`src/rtl/read_intr_receiver_pkg.sv`:
```
// Shared definitions for the PL read-interrupt handshake: receiver FSM encoding
// and the default pulse-stretch timing that source and receiver must agree on.
package read_intr_receiver_pkg;

  typedef enum logic [1:0] {
    ST_IDLE     = 2'd0,
    ST_HIGH_CHK = 2'd1,
    ST_WAIT_LOW = 2'd2,
    ST_LOW_CHK  = 2'd3
  } state_e;

  localparam int DEF_MIN_HIGH = 8;
  localparam int DEF_MIN_LOW  = 8;

endpackage

```
`src/rtl/read_intr_receiver_intr_sync.sv`:
```
// Multi-flop synchroniser for a single asynchronous level.
module intr_sync #(
  parameter int STAGES = 2
) (
  input  logic clk,
  input  logic rst_n,
  input  logic d,
  output logic q
);

  logic [STAGES-1:0] chain;

  // NOTE: sequential state uses non-blocking assignments so every flop samples the pre-edge values.
  always_ff @(posedge clk) begin
    if (!rst_n) chain <= '0;
    else        chain <= {chain[STAGES-2:0], d};
  end

  assign q = chain[STAGES-1];

endmodule

```
`src/rtl/read_intr_receiver.sv`:
```
// Receives a stretched interrupt level, deglitches it into one event per
// assertion, and queues events in a saturating pending counter.
module read_intr_receiver
  import read_intr_receiver_pkg::*;
#(
  parameter int SYNC_STAGES = 2,
  parameter int MIN_HIGH    = DEF_MIN_HIGH,
  parameter int MIN_LOW     = DEF_MIN_LOW,
  parameter int CNT_WIDTH   = 15,
  parameter int PEND_WIDTH  = 4
) (
  input  logic                  clk,
  input  logic                  rst_n,
  input  logic                  intr_in,
  input  logic                  evt_ack,
  input  logic                  ovf_clr,
  output logic                  evt_pulse,
  output logic                  evt_valid,
  output logic [PEND_WIDTH-1:0] pend_cnt,
  output logic                  overflow,
  output logic                  err_short
);

  localparam logic [CNT_WIDTH-1:0]  HIGH_LAST = CNT_WIDTH'(MIN_HIGH - 1);
  localparam logic [CNT_WIDTH-1:0]  LOW_LAST  = CNT_WIDTH'(MIN_LOW - 1);
  localparam logic [PEND_WIDTH-1:0] PEND_MAX  = '1;

  logic                  s;
  state_e                state;
  logic [CNT_WIDTH-1:0]  cnt;
  logic                  accept;
  logic                  ack;
  logic                  ovf_set;
  logic [PEND_WIDTH-1:0] pend_next;

  intr_sync #(.STAGES(SYNC_STAGES)) u_sync (
    .clk   (clk),
    .rst_n (rst_n),
    .d     (intr_in),
    .q     (s)
  );

  assign accept = (state == ST_HIGH_CHK) && s && (cnt >= HIGH_LAST);
  assign ack    = evt_ack && (pend_cnt != '0);

  always_ff @(posedge clk) begin
    if (!rst_n) begin
      state     <= ST_IDLE;
      cnt       <= '0;
      evt_pulse <= 1'b0;
      err_short <= 1'b0;
    end else begin
      evt_pulse <= 1'b0;
      err_short <= 1'b0;
      case (state)
        ST_IDLE: begin
          cnt <= s ? CNT_WIDTH'(1) : '0;
          if (s) state <= ST_HIGH_CHK;
        end
        ST_HIGH_CHK: begin
          if (!s) begin
            err_short <= 1'b1;
            state     <= ST_IDLE;
            cnt       <= '0;
          end else if (accept) begin
            evt_pulse <= 1'b1;
            state     <= ST_WAIT_LOW;
            cnt       <= '0;
          end else begin
            cnt <= cnt + 1'b1;
          end
        end
        // A level held high stays here, so it yields only one event.
        ST_WAIT_LOW: begin
          if (!s) begin
            state <= ST_LOW_CHK;
            cnt   <= CNT_WIDTH'(1);
          end
        end
        ST_LOW_CHK: begin
          if (s) begin
            state <= ST_WAIT_LOW;
            cnt   <= '0;
          end else if (cnt >= LOW_LAST) begin
            state <= ST_IDLE;
            cnt   <= '0;
          end else begin
            cnt <= cnt + 1'b1;
          end
        end
        default: begin
          state <= ST_IDLE;
          cnt   <= '0;
        end
      endcase
    end
  end

  // NOTE: every signal written here gets a default first, so no latch is inferred.
  always_comb begin
    pend_next = pend_cnt;
    ovf_set   = 1'b0;
    if (accept && !ack) begin
      if (pend_cnt == PEND_MAX) ovf_set   = 1'b1;
      else                      pend_next = pend_cnt + 1'b1;
    end else if (ack && !accept) begin
      pend_next = pend_cnt - 1'b1;
    end
  end

  // A simultaneous accept and ack cancel out, even when the counter is full.
  always_ff @(posedge clk) begin
    if (!rst_n) begin
      pend_cnt  <= '0;
      evt_valid <= 1'b0;
      overflow  <= 1'b0;
    end else begin
      pend_cnt  <= pend_next;
      evt_valid <= (pend_next != '0);
      if (ovf_set)      overflow <= 1'b1;
      else if (ovf_clr) overflow <= 1'b0;
    end
  end

endmodule

```
`config.mk`:
```
export PLATFORM = sky130hd
export DESIGN_NAME = read_intr_receiver
export DESIGN_NICKNAME = d
export VERILOG_FILES = /design/src/rtl/read_intr_receiver_pkg.sv /design/src/rtl/read_intr_receiver_intr_sync.sv /design/src/rtl/read_intr_receiver.sv
export SDC_FILE = /design/constraint.sdc
export NUM_CORES = 1
export LEC_CHECK = 0
export BUFFER_PORTS_ARGS = -buffer_cell sky130_fd_sc_hd__buf_4
export CELL_PAD_IN_SITES_DETAIL_PLACEMENT = 1
export CELL_PAD_IN_SITES_GLOBAL_PLACEMENT = 1
export CORE_MARGIN = 3
export CORE_UTILIZATION = 43
export DETAILED_ROUTE_END_ITERATION = 8
export GPL_TIMING_DRIVEN = 0
export PLACE_DENSITY_LB_ADDON = 0.08
export SYNTH_ARGS = -nofsm -noshare
export SYNTH_HDL_FRONTEND = slang
export SYNTH_HIERARCHICAL = 1
export SYNTH_SLANG_ARGS = --single-unit
```
`constraint.sdc`:
```
create_clock -name clk -period 2.2 [get_ports clk]
set_clock_uncertainty 0.1 [all_clocks]
set_input_delay 0.22 -clock clk [delete_from_list [all_inputs] [get_ports clk]]
set_output_delay 0.22 -clock clk [all_outputs]
set_load 0.1 [all_outputs]
```
### Word-level counts from Yosys, hierarchy flattened

Index checks and enable logic that the tools add are counted.
W data, S select, Z words.

| word-level totals | value |
|---|---|
| logic and storage cells | 57 |
| bits in latches | 0 |
| memory bits (writable) | 0 |
| input bits | 5 |
| register bits | 27 |
| bits in read-only memories | 0 |
| memories kept | 0 |

| operators by class | value |
|---|---|
| $mul | 0 |
| bitwise operators | 0 |
| magnitude comparators | 1 |
| div/mod/pow operators | 0 |
| shift-type cells | 0 |
| add/sub/neg operators | 3 |
| reduce and logical (&&, ||, !) cells | 14 |
| muxes and demuxes | 23 |
| equal/unequal tests | 8 |

Operators with widths:

| kind | count |
|---|---|
| $mux W15 | 5 |
| $pmux W15 S4 | 1 |
| $add A15 B1 Y15 const B | 1 |
| $ge A15 B3 Y1 const B | 1 |
| $mux W2 | 6 |
| $mux W4 | 3 |
| $pmux W2 S4 | 1 |
| $reduce_bool A4 Y1 | 2 |
| $mux W1 | 7 |
| $logic_and A1 B1 Y1 | 5 |
| $add A4 B1 Y4 const B | 1 |
| $eq A2 B2 Y1 const B | 2 |
| $eq A4 B4 Y1 const B | 1 |
| $reduce_and A4 Y1 | 1 |
| $sub A4 B1 Y4 const B | 1 |
| $ne A3 B2 Y1 const B | 1 |
| $ne A3 B3 Y1 const B | 1 |
| $reduce_and A3 Y1 | 1 |
| $eq A2 B1 Y1 const B | 1 |
| $logic_not A1 Y1 | 2 |
| $logic_not A2 Y1 | 1 |
| $ne A2 B1 Y1 const B | 1 |
| $ne A2 B2 Y1 const B | 1 |
| $reduce_and A2 Y1 | 1 |
| $reduce_bool A2 Y1 | 1 |

### Logic depth before layout (Yosys ltp)

| logic depth | value |
|---|---|
| depth in word-level cells | 8 |
| mapped depth | 8 |
| gate-level depth less buffers | 8 |

### By module

Netlist, hierarchy kept.

Modules (own cells, without submodules):

| module | sequential area each (µm²) | instances | cells an instance | area an instance (µm²) |
|---|---|---|---|---|
| read_intr_receiver | 500.5 | 1 | 122 | 1127.3 |
| intr_sync | 40.0 | 1 | 4 | 52.6 |

### Worst setup path before layout

Ideal clock, no wire load.

| path | value |
|---|---|
| kind | register -> register |
| from | register pend_cnt[0] |
| to | register evt_valid |
| required time | 1.980 ns |
| data arrival time | 2.445 ns |
| path slack | -0.464 ns |
| cell stages (with the launch flop) | 9 |
| period minus slack after synthesis | 2.664 ns |
| setup time | 0.120 ns |
| cells stage by stage | dfxtp_1 -> inv_1 -> ha_1 -> nor2b_1 -> o221ai_1 -> a21oi_1 -> a21oi_1 -> a2bb2oi_1 -> o31a_1 |

| between the ends | value |
|---|---|
| longest elaborated chain between the ends | 6 |
| elaborated cells on any way between the ends | 12 |

Ends and longest elaborated chain:

| element | RTL line | text |
|---|---|---|
| start, declared | read_intr_receiver.sv:19 | `output logic [PEND_WIDTH-1:0] pend_cnt,` |
| start signal, assigned | read_intr_receiver.sv:118 | `pend_cnt <= pend_next;` |
| parallel branches: the longest is 4 deep, another holds $sub A4 B1 Y4 | n/a |  |
| $mux W4 * | read_intr_receiver.sv:103 | `if (accept && !ack) begin` |
| $reduce_bool A4 Y1 * | read_intr_receiver.sv:119 | `evt_valid <= (pend_next != '0);` |
| end signal, assigned | read_intr_receiver.sv:119 |  |
| end, declared | read_intr_receiver.sv:18 | `output logic evt_valid,` |

Every way passes the cells marked *.
A chain may end at the register's enable or synchronous reset.

### Worst setup path after layout

Ends and elaborated chain as after synthesis.

==> summary.md <==
| Metric | Value |
|---|---|
| Outcome | finished, final reports clean |
| Setup violations, final | 0 |
| Pin count of the biggest net entering global routing | 15 |
| Arrival time worst endpoint | 2.15 ns |
| DR vias/cell | 5.503 |
| GP Congestion | 0.7921 |
| Final wirelength | 2.589 mm |
| Layout area overhead | 14.74% |
| DR WL met2 | 1.287 mm |
| Setup TNS | 0 ns |
| Total GRT Usage | 17.50% |
| Met3 wire len | 88 microns |
| Row count | 18 |
| Leak | 0.5840 nW |
| WL met1 | 1.133 mm |
| Ranking of synthesized cells by area | dfxtp_1 46%, and2_1 9.0%, nand2_1 3.5% |
| Placed Cells | 168 |
| ANT cells | 0 |
| Top-count cell post-synth | dfxtp_1 |
| Number of port buffers | 12 |
| CP Capture Type | flop |
| Yosys top cell area share | 45.81% |
| Worst-margin pin slew | 0.3909 ns |
| First-pass GRT wire length | 4.636 mm |
| Drt pass-1 iters | 4 |
| Synth Flop Type | dfxtp_1 |
| R2R Setup Slk | 0.17 ns |
| Largest area contributor in the netlist | dfxtp_1 |
| Die area | 0.003408 sq mm |
| Core region area | 0.002545 sq mm |
| DR WL/cell | 14.97 microns |
| Hold buffers post-CTS | 1 |
| Layout filler cell count | 312 |
| Final period util | 92.17% |
| Mapped cell area | 0.001180 sq mm |
| F_max | 0.4931 GHz |
| Final hold violation count | 0 |
| H-tree depth | 1 |
| Clk root buf | clkbuf_4 |
| Initial antenna violation count | 0 |
| PwrDens | 1077 mW/mm^2 |
| GRT overflow | 0 |
| TritonCTS Sinks | 27 |
| Max-cap violations | 0 |
| Starting Density | 46.36% |
| Die W | 58.38 microns |
| TritonCTS Buffers | 3 |
| YS warnings | 6 |
| Post-synth top cells | 27 x dfxtp_1, 17 x and2_1, 11 x nand2_1 |
| FF/Latch Area | 550.5 sq um |
| Post-route ant nets | 0 |
| Post-synthesis area per instance | 9.364 sq um |
| Die height | 58.38 microns |
| Number of synthesized flops with an enable pin | 0 |
| Cell count after synthesis | 126 |
| DR DRC count | 0 |
| Slew Viols, Final | 0 |
| Nets@finish | 152 |
| Area of the multi-input gates | 613.1 sq um |
| Clock Path Buffers | 2 |
| Register clock-pin slew on the reported worst setup and hold paths | 0.13 ns |
| Post-route minimum period | 2.028 ns |
| Worst-Skew Late Latency | 0.31 ns |
| Share of cells above drive strength 1 | 19.58% |
| Hold Path Class | input pin to flop |
| #FFs+latches synth | 27 |
| Library cells used by synthesis | 41 |
| Rel. slew slack | 73.94% |
| Maximum vdd ir drop | 0.0008456 V |
| Seq/Total Area, Yosys | 45.81% |
| Syn Nets | 134 |
| RSZ-0062 raised after global routing | false |
| Req. time, crit path | 2.32 ns |
| TritonCTS clock tree | yes |
| Routed vias | 952 |
| Crit start category | flop |
| Vias in the first global route | 1072 |
| Non-Filler Instances | 173 |
| Io pins | 13 |
| Top routing layer used | met4 |
| Critical path fanouts, max | 7 |
| CTS-repair resized insts | 0 |
| Ys async rst share | 0% |
| Crit path kind | flop to flop |
| Iter 0 DRT Violations | 31 |
| Post-CTS setup buffer count | 0 |
| DP HPWL | 1.957 mm |
[where the power goes]
| part | switching, mW | internal (mW) |
|---|---|---|
| logic | 0.442 | 0.210 |
| registers | 0.0586 | 0.542 |
| clock network | 0.134 | 0.0709 |
| total | 0.635 | 0.823 |
[area by class of cell]
type | instances | area share [%]
multi-input cells | 92 | 45.29
flip-flops and latches | 27 | 40.67
repair buffers | 13 | 7.394
well taps | 30 | 2.773
clock buffers | 4 | 1.941
inverters | 6 | 1.664
plain buffers | 1 | 0.2773
[cells by family (layout without fill, tap and decap cells)]
| logic type | after synthesis | after routing | synth area share (%) |
|---|---|---|---|
| compound gates | 30 | 30 | 18.03 |
| flops | 27 | 27 | 45.81 |
| simple gates | 55 | 55 | 27.47 |
| xor+xnor | 2 | 2 | 1.485 |
| fa+ha+maj | 3 | 3 | 3.182 |
| mux | 2 | 2 | 1.803 |
| buf+inv | 7 | 24 | 2.226 |
[worst max-delay path: stages, from the launching register on]
cell       delay (ns)
dfxtp_4          0.41
inv_1            0.07
ha_1             0.26
nor2b_1          0.18
o221ai_1         0.22
a21oi_1          0.11
a21oi_1          0.22
a2bb2oi_1        0.13
o31a_1           0.24
[sequential cells by signal, indices dropped and copies added (netlist names), named ones only]
register,flops
state,1
u_sync/chain,2
overflow,1
err_short,1
evt_valid,1
pend_cnt,4
evt_pulse,1
cnt,15
[worst paths after layout]
check | start | end | cells after the start
min | rst_n | u_sync/chain[0] | 2
max | pend_cnt[0] | evt_valid | 8
min reg2reg | u_sync/chain[0] | u_sync/chain[1] | 1
max reg2reg | pend_cnt[0] | evt_valid | 8
[per-layer routing]
layer  GRT usage, %  up-vias
met5              0        -
met3          2.851        8
met4          11.92        0
li1               -      481
met1          19.86      443
met2          29.82       20
[cells in the final DEF, fill, tap and decap left out, types with 4 or more instances in the layout]
cell,Yosys,routed
dfxtp_1,27,23
a21oi_1,8,8
and3_1,4,4
and2_1,17,17
nand2_1,11,11
nor2_1,5,5
buf_4,0,12
inv_1,6,6
nor2b_1,4,4
[metrics by stage]
step / hold slack, ns / util (%) / instance area, sq um / total power, mW / setup WS [ns]
after floorplan: 0.2417 / - / 1190 / 1.128 / 0.1266
after global placement: 0.3151 / 51.77 / 1318 / 1.251 / 0.2066
after detailed placement: 0.3259 / 51.77 / 1318 / 1.270 / 0.1740
after CTS: 0.07368 / 53.20 / 1354 / 1.479 / 0.1507
after global routing: 0.08858 / 53.20 / 1354 / 1.569 / 0.006166
final: 0.08155 / 53.20 / 1354 / 1.458 / 0.1722
Note: power is estimated with default switching activity, not from simulation.
